File: config.mk
export PLATFORM = sky130hd
export DESIGN_NAME = tohost_monitor
export DESIGN_NICKNAME = d
export VERILOG_FILES = /design/src/rtl/tohost_monitor.sv
export SDC_FILE = /design/constraint.sdc
export NUM_CORES = 1
export LEC_CHECK = 0
export CORE_ASPECT_RATIO = 1.25
export CORE_MARGIN = 10
export CORE_UTILIZATION = 32
export DETAILED_ROUTE_END_ITERATION = 12
export GPL_TIMING_DRIVEN = 0
export HOLD_SLACK_MARGIN = 0.02
export PLACE_DENSITY_LB_ADDON = 0.05
export SLEW_MARGIN = 20
export SYNTH_ARGS = -nofsm -noshare
export SYNTH_HDL_FRONTEND = slang
export SYNTH_SLANG_ARGS = --single-unit
File: constraint.sdc
create_clock -name clk -period 1.9 [get_ports clk]
set_input_delay 0.38 -clock clk [delete_from_list [all_inputs] [get_ports clk]]
set_output_delay 0.38 -clock clk [all_outputs]
set_load 0.1 [all_outputs]
File: src/rtl/tohost_monitor.sv
// tohost_monitor: device end of the riscv-tests tohost protocol, decoding result stores into sticky run status.
// Optional watchdog enabled by defining TOHOST_MONITOR_TIMEOUT_EN.
module tohost_monitor #(
    parameter logic [31:0] TOHOST_ADDR   = 32'h0000_1000,
    parameter logic [31:0] FROMHOST_ADDR = 32'h0000_1040,
    parameter int unsigned TIMEOUT       = 5000
) (
    input  logic        clk,
    input  logic        rst,
    input  logic        wr_valid,
    output logic        wr_ready,
    input  logic [31:0] wr_addr,
    input  logic [31:0] wr_data,
    input  logic [3:0]  wr_strb,
    input  logic        rd_valid,
    output logic        rd_ready,
    input  logic [31:0] rd_addr,
    output logic        rd_resp_valid,
    output logic [31:0] rd_data,
    output logic        done,
    output logic        pass,
    output logic [30:0] fail_code,
    output logic        done_pulse,
    output logic        halt,
    output logic [31:0] cycles
);

    typedef enum logic [1:0] {
        ST_RUN     = 2'd0,
        ST_PASS    = 2'd1,
        ST_FAIL    = 2'd2,
        ST_TIMEOUT = 2'd3
    } state_t;

    state_t      state_r;
    state_t      state_next_s;
    logic [31:0] tohost_q_r;
    logic [31:0] tohost_next_s;
    logic [31:0] cycles_r;
    logic [31:0] cycles_next_s;
    logic [30:0] fail_code_r;
    logic [30:0] fail_code_next_s;
    logic        done_r;
    logic        pass_r;
    logic        done_pulse_r;
    logic        rd_resp_valid_r;
    logic [31:0] rd_data_r;
    logic        th_wr_s;
    logic        wdog_hit_s;
    logic [31:0] rd_data_s;

    // Load data mux; only word address bits take part in decode.
    function automatic logic [31:0] load_value(input logic [31:0] addr, input logic [31:0] tohost_val);
        if (addr[31:2] == TOHOST_ADDR[31:2]) begin
            return tohost_val;
        end else if (addr[31:2] == FROMHOST_ADDR[31:2]) begin
            return 32'h0000_0000;
        end else begin
            return 32'hDEAD_BEEF;
        end
    endfunction

    wire unused_s = &{1'b0, wr_addr[1:0], rd_addr[1:0], TIMEOUT[0]};

    assign wr_ready = 1'b1;
    assign rd_ready = 1'b1;

    assign th_wr_s   = wr_valid && (wr_addr[31:2] == TOHOST_ADDR[31:2]) && (wr_strb == 4'hF);
    assign rd_data_s = load_value(rd_addr, tohost_q_r);

`ifdef TOHOST_MONITOR_TIMEOUT_EN
    assign wdog_hit_s = (cycles_r == TIMEOUT);
`else
    assign wdog_hit_s = 1'b0;
`endif

    // Next-state decode; a decoding store outranks the watchdog in the same cycle.
    always_comb begin
        state_next_s     = state_r;
        tohost_next_s    = tohost_q_r;
        fail_code_next_s = fail_code_r;
        case (state_r)
            ST_RUN: begin
                if (th_wr_s) begin
                    tohost_next_s = wr_data;
                end else begin
                    tohost_next_s = tohost_q_r;
                end
                if (th_wr_s && (wr_data == 32'h0000_0001)) begin
                    state_next_s = ST_PASS;
                end else if (th_wr_s && wr_data[0]) begin
                    state_next_s     = ST_FAIL;
                    fail_code_next_s = wr_data[31:1];
                end else if (wdog_hit_s) begin
                    state_next_s     = ST_TIMEOUT;
                    fail_code_next_s = 31'h7FFF_FFFF;
                end else begin
                    state_next_s = ST_RUN;
                end
            end
            ST_PASS, ST_FAIL, ST_TIMEOUT: begin
                state_next_s = state_r;
            end
            default: begin
                state_next_s = ST_RUN;
            end
        endcase
    end

    // Run-time counter: advances only while running, saturating at all-ones.
    always_comb begin
        cycles_next_s = cycles_r;
        if ((state_r == ST_RUN) && (cycles_r != 32'hFFFF_FFFF)) begin
            cycles_next_s = cycles_r + 32'd1;
        end else begin
            cycles_next_s = cycles_r;
        end
    end

    // Run status registers and their registered output views.
    always_ff @(posedge clk or negedge rst) begin
        if (!rst) begin
            state_r      <= ST_RUN;
            tohost_q_r   <= 32'h0000_0000;
            cycles_r     <= 32'h0000_0000;
            fail_code_r  <= 31'h0000_0000;
            done_r       <= 1'b0;
            pass_r       <= 1'b0;
            done_pulse_r <= 1'b0;
        end else begin
            state_r      <= state_next_s;
            tohost_q_r   <= tohost_next_s;
            cycles_r     <= cycles_next_s;
            fail_code_r  <= fail_code_next_s;
            done_r       <= (state_next_s != ST_RUN);
            pass_r       <= (state_next_s == ST_PASS);
            done_pulse_r <= (state_r == ST_RUN) && (state_next_s != ST_RUN);
        end
    end

    // Load response pipeline: one response cycle per accepted load, reading pre-store tohost.
    always_ff @(posedge clk or negedge rst) begin
        if (!rst) begin
            rd_resp_valid_r <= 1'b0;
            rd_data_r       <= 32'h0000_0000;
        end else begin
            rd_resp_valid_r <= rd_valid;
            rd_data_r       <= rd_valid ? rd_data_s : 32'h0000_0000;
        end
    end

    assign done          = done_r;
    assign pass          = pass_r;
    assign halt          = done_r;
    assign fail_code     = fail_code_r;
    assign done_pulse    = done_pulse_r;
    assign cycles        = cycles_r;
    assign rd_resp_valid = rd_resp_valid_r;
    assign rd_data       = rd_data_r;

endmodule

==> metrics.yaml, run 1 <==
run_status: "finished with violations"
violations: "setup timing"
antenna_found_initial: 0
synth_area_um2: 5360
start_kind: "register"
antenna_left: 0
grt_pass1_vias: 4563
vdd_drop_max_mv: 0.510
dp_slack_ns: -0.944
leakagePower_nw: 4.50
ys_warn_count: 0
cts_buffer_depth: 2
final_cell_mix: "clkdlybuf4s15_2, dfrtp_1, mux2_4, buf_4, dlygate4sd2_1"
gp_congestion: 0.846
vias: 4181
fin_crit_sh_pct: 107
worst_ep_required_time_ns: 2.20
cts_made_buffers: 17
tightest_slew_ns: 0.669
hold_viol: 0
drt-initial-drc-count: 167
fill_cells: 1344
start_util_pct: 32.8
cap_violations: 0
rsz0062_at_grt: "yes"
die_h_um: 165
cts-htree-levels: 4
power_density_nw_per_um2: 741
die_w_um: 136
io_buffers: 199
async_reset_ff_share_pct: 100
fmax_mhz: 494
arrival_ns: 2.32
area_delta_synth_final_pct: 79.6
drive_gt1_share_pct: 51.7
clk_pin_slew_ns: 0.06
root_buffer: "clkbuf_16"
hp-class: "input pin to register"
hpwl_mm: 12.2
vias_per_cell: 4.75
dieArea_um2: 22400
fin_skew_ns: 0.00790
yosysSeqAreaShare_pct: 62.1
ios: 206
ys_ff_latch: 133
insertedDiodeCount: 0
finalNetCount: 756
final_util_pct: 59.0
finalCriticalPeriod_ns: 2.02
grt_pass1_wl_mm: 26.4
routed_wl_mm: 17.4
grt_max_degree: 97
core_area_um2: 16300
crit_type: "register to register"
grt_overflow_total: 0
clk_latency_ns: 0.42
wire_per_inst_um: 19.8
synth_cell_type_count: 40
synth_edf_count: 0
clkSinkCount: 133
synth_ff_type: "dfrtp_1"
dr.pass1.iters: 4
netlist_instances: 390
end_kind: "register"
drc: 0
row_count: 52
cts_tree: "yes"
track_usage_pct: 15.3
worst_slack_ns: -0.124
worst-path-max-fanout: 5
relSlewSlack_pct: 55.1
layout_commonest_cell: "clkdlybuf4s15_2"
setup_viol: 61
syn-mean-instance-area_um2: 13.7
drv_slew: 0
worst paths after layout:
kind                            slack (ns)           start             end  depth (start not counted)
worst max-delay path                 -0.12      state_r[0]   fail_code[10]                          6
worst min-delay path                  0.26     wr_data[17]  tohost_q_r[17]                          2
worst max register to register       -0.12      state_r[0]   fail_code[10]                          6
worst min register to register        0.48  tohost_q_r[17]  tohost_q_r[17]                          1
max in group asynchronous             0.63             rst      cycles[19]                          3
min in group asynchronous             0.44             rst     rd_data[20]                          2
routing by layer:
| metal | vias up | track usage, % | share of wire, % |
|---|---|---|---|
| li1 | 1937 | - | - |
| met2 | 148 | 25.6 | 51 |
| met3 | 15 | 6.32 | 8.3 |
| met4 | 0 | 4.85 | 0.93 |
| met1 | 2081 | 17.5 | 40 |
| met5 | - | 0 | 0 |
power by group:
group / switching, mW / total, mW / internal, mW / leakage, nW
sequential: 0.00947 / 2.87 / 2.86 / 1.73
clock: 1.27 / 3.65 / 2.38 / 0.310
combinational: 0.403 / 0.612 / 0.210 / 2.46
total: 1.68 / 7.13 / 5.45 / 4.50
cell families after synthesis:
kind of cell,Yosys count,share of synthesized area (%)
flops,133,62.1
simple gates,109,12.5
mux,63,13.2
compound gates,33,4.74
xor+xnor,31,5.06
buf+inv,19,2.05
fa+ha+maj,1,0.233
other cells,1,0.0699
layout make-up:
class	count	area (um2)	area share, %
tap	216	270	2.81
buffer	14	171	1.78
sequential	133	3420	35.5
multi-input combinational	239	2460	25.6
clock buffer	18	439	4.56
timing repair buffer	243	2630	27.3
clock inverter	14	224	2.33
inverter	3	11.3	0.117
worst max-delay path, cell delays in order, from the launching register on:
cell and delay [ns]:
dfrtp_1 0.38, or2_4 0.27, or4_4 0.48, nor2_8 0.21, buf_12 0.15, buf_12 0.12
mux2_4 0.30
synthesized netlist by cell type, drive strengths merged (6+ instances only):
library cell,number,area share (%)
nand3,8,0.75
nor2,9,0.93
mux2,63,13
nor3,6,0.56
nand2,13,0.91
clkbuf,6,0.42
dfrtp,133,62
o21a,24,3.4
nor4,19,2.3
xnor2,22,3.6
buf,10,1.4
and3,19,2.2
xor2,9,1.5
nand4,17,2.0
registers in the layout (all words and copies together) (netlist names):
register       count
rd_data           32
done               1
done_pulse         1
state_r            2
tohost_q_r        32
cycles            32
pass               1
rd_resp_valid      1
fail_code         31
stage by stage:
step / TNS, ns / instance area, um2 / cells / hold slack (ns) / power [mW]
after floorplan: -12.61 / 5590 / 391 / 0.0844 / 3.18
after global placement: -754.07 / 7850 / 806 / 0.466 / 3.55
after detailed placement: -75.51 / 7880 / 807 / 0.276 / 3.57
after CTS: -5.39 / 9350 / 860 / 0.324 / 7.22
after global routing: -6.53 / 9630 / 880 / 0.253 / 7.37
final: -3.89 / 9630 / 880 / 0.261 / 7.13
what timing repair did:
| action | CTS | global route |
|---|---|---|
| setup endpoints to repair | 202 | 113 |
| setup buffers | 17 | 21 |
| endpoints found under the hold margin | 37 | 0 |
| hold buffers | 1 | 0 |
| pin swaps | 36 | 49 |
| cloned | 5 | 2 |
| gates resized for setup | 485 | 87 |
Note: power is estimated with default switching activity, not from simulation.
==> run 2: changes to the inputs <==
SKIP_LAST_GASP = 1   (was not set)
==> run 2 against run 1 <==
Effect of this change:
- the flow still finishes with violations (setup timing)
- cell count unchanged
- sequential share of layout area is 0.083 points lower
- routed wire length decreased by 0.33%
- combinational power barely moved
- power hardly changed
- register-to-register slack worse by 0.02 ns
- largest power group unchanged
- critical path depth did not move
- critical endpoint unchanged
- sequential power about the same
- clock power about the same
- worst hold slack barely moved
- maximum frequency fell by 0.98%
==> metrics.yaml, run 2 (synthesis gave the netlist of run 1 again) <==
run_status: "finished with violations"
violations: "setup timing"
min_to: "tohost_q_r[17]"
core_area_um2: 16300
multi_input_area_um2: 2490
fin_hold_ws_ns: 0.261
finalNetCount: 756
cts-htree-levels: 4
hold_viol: 0
worst_slack_ns: -0.144
routed_wl_mm: 17.3
drive_gt1_share_pct: 51.8
gp_congestion: 0.846
tns_ns: -3.75
dr.pass1.iters: 4
io_buffers: 199
finalCriticalPeriod_ns: 2.04
drv_slew: 0
worst_ep_required_time_ns: 2.20
worstHoldStart: "wr_data[17]"
whs_path_depth: 2
layout_commonest_cell: "clkdlybuf4s15_2"
arrival_ns: 2.34
relSlewSlack_pct: 55.1
insertedDiodeCount: 0
row_count: 52
antenna_left: 0
fin_skew_ns: 0.00685
fin_crit_sh_pct: 108
grt_max_degree: 97
cts_made_buffers: 17
die_w_um: 136
die_h_um: 165
timing.rr.start: "state_r[0]"
wire_per_inst_um: 19.7
grt_pass1_vias: 4561
fill_cells: 1340
rsz0062_at_grt: "yes"
cts_buffer_depth: 2
clk_latency_ns: 0.42
reg2regPathDepth: 6
end_kind: "register"
ios: 206
cap_violations: 0
crit_type: "register to register"
r2r_slack_ns: -0.14
hpwl_mm: 12.2
setup_viol: 48
hp-class: "input pin to register"
dieArea_um2: 22400
start_kind: "register"
final_util_pct: 59.1
drc: 0
tightest_slew_ns: 0.668
final_cell_mix: "clkdlybuf4s15_2, dfrtp_1, mux2_4, buf_4, dlygate4sd2_1"
vias: 4195
vdd_drop_max_mv: 0.505
track_usage_pct: 15.3
start_util_pct: 32.8
fmax_mhz: 489
worst-path-max-fanout: 5
area_delta_synth_final_pct: 80.0
drt-initial-drc-count: 177
leakagePower_nw: 4.54
clk_pin_slew_ns: 0.06
antenna_found_initial: 0
cts_tree: "yes"
seq_area_um2: 3420
grt_pass1_wl_mm: 26.4
reg2reg_to: "fail_code[10]"
grt_overflow_total: 0
root_buffer: "clkbuf_16"
clkSinkCount: 133
vias_per_cell: 4.77
power_density_nw_per_um2: 739
run 2: cell types whose count changed in the layout (fill, tap and decap cells not counted), moves of 2 or more:
cell / before / now
buf_12: 9 / 11
buf_6: 7 / 5
nand2_2: 2 / 0
nand2_4: 1 / 3
run 2: power by group:
part           total, mW  switching (mW)  internal (mW)  leakage (nW)
Combinational      0.611           0.402          0.210          2.50
Sequential          2.87         0.00950           2.86          1.73
Clock               3.65            1.28           2.38         0.310
run 2: area by class of cell:
| class | count | share of cell area [%] |
|---|---|---|
| Tap cell | 216 | 2.80 |
| Multi-Input combinational cell | 239 | 25.8 |
| Clock buffer | 18 | 4.55 |
| Sequential cell | 133 | 35.4 |
| Buffer | 14 | 1.74 |
| Inverter | 3 | 0.117 |
| Timing Repair Buffer | 243 | 27.2 |
| Clock inverter | 14 | 2.32 |
run 2: worst max-delay path by stage:
| stage | from | to | slack (ns) | cells past startpoint |
|---|---|---|---|---|
| finish | state_r[0] | fail_code[10] | -0.14 | 6 |
| global route | state_r[0] | fail_code[25] | -0.18 | 6 |
| CTS | state_r[0] | fail_code[10] | -0.18 | 6 |
| detailed placement | wr_addr[23] | fail_code[21] | -0.94 | 8 |
| global placement | rst | cycles[24] | -5.87 | 1 |
| floorplan | wr_addr[23] | fail_code[10] | -0.25 | 7 |
run 2: critical path, cell delays in order, from the launching register on:
cell and delay (ns):
dfrtp_1 0.38, or2_4 0.27, or4_4 0.50, nor2_8 0.21, buf_12 0.14, buf_12 0.12
mux2_4 0.30
run 2: routing by layer:
| metal | GRT usage (%) | vias to the layer above | share of wire, % |
|---|---|---|---|
| met5 | 0 | - | 0 |
| met4 | 4.85 | 0 | 1.1 |
| met3 | 6.32 | 17 | 8.8 |
| met2 | 25.6 | 157 | 51 |
| met1 | 17.5 | 2084 | 40 |
| li1 | - | 1937 | - |
run 2: metrics by stage:
stage               power [mW]  std cells  setup slack [ns]  area [um2]
finish                    7.13        880            -0.144        9650
global route              7.37        880            -0.183        9650
CTS                       7.22        860            -0.181        9340
detailed placement        3.57        807            -0.944        7880
global placement          3.55        806             -5.87        7850
floorplan                 3.18        391            -0.249        5590
run 2: what timing repair did:
action | 4_1_cts | 5_1_grt
endpoints found under the hold margin | 37 | 0
setup buffers | 17 | 22
pin swaps | 35 | 50
endpoints found under the setup margin | 202 | 113
hold buffers | 1 | 0
cloned | 5 | 2
resized for setup | 483 | 91
==> run 3: changes to the inputs <==
SKIP_LAST_GASP = not set   (was 1)
==> results of run 3 <==
The final DEF is identical to that of run 1; final timing and power are the same.
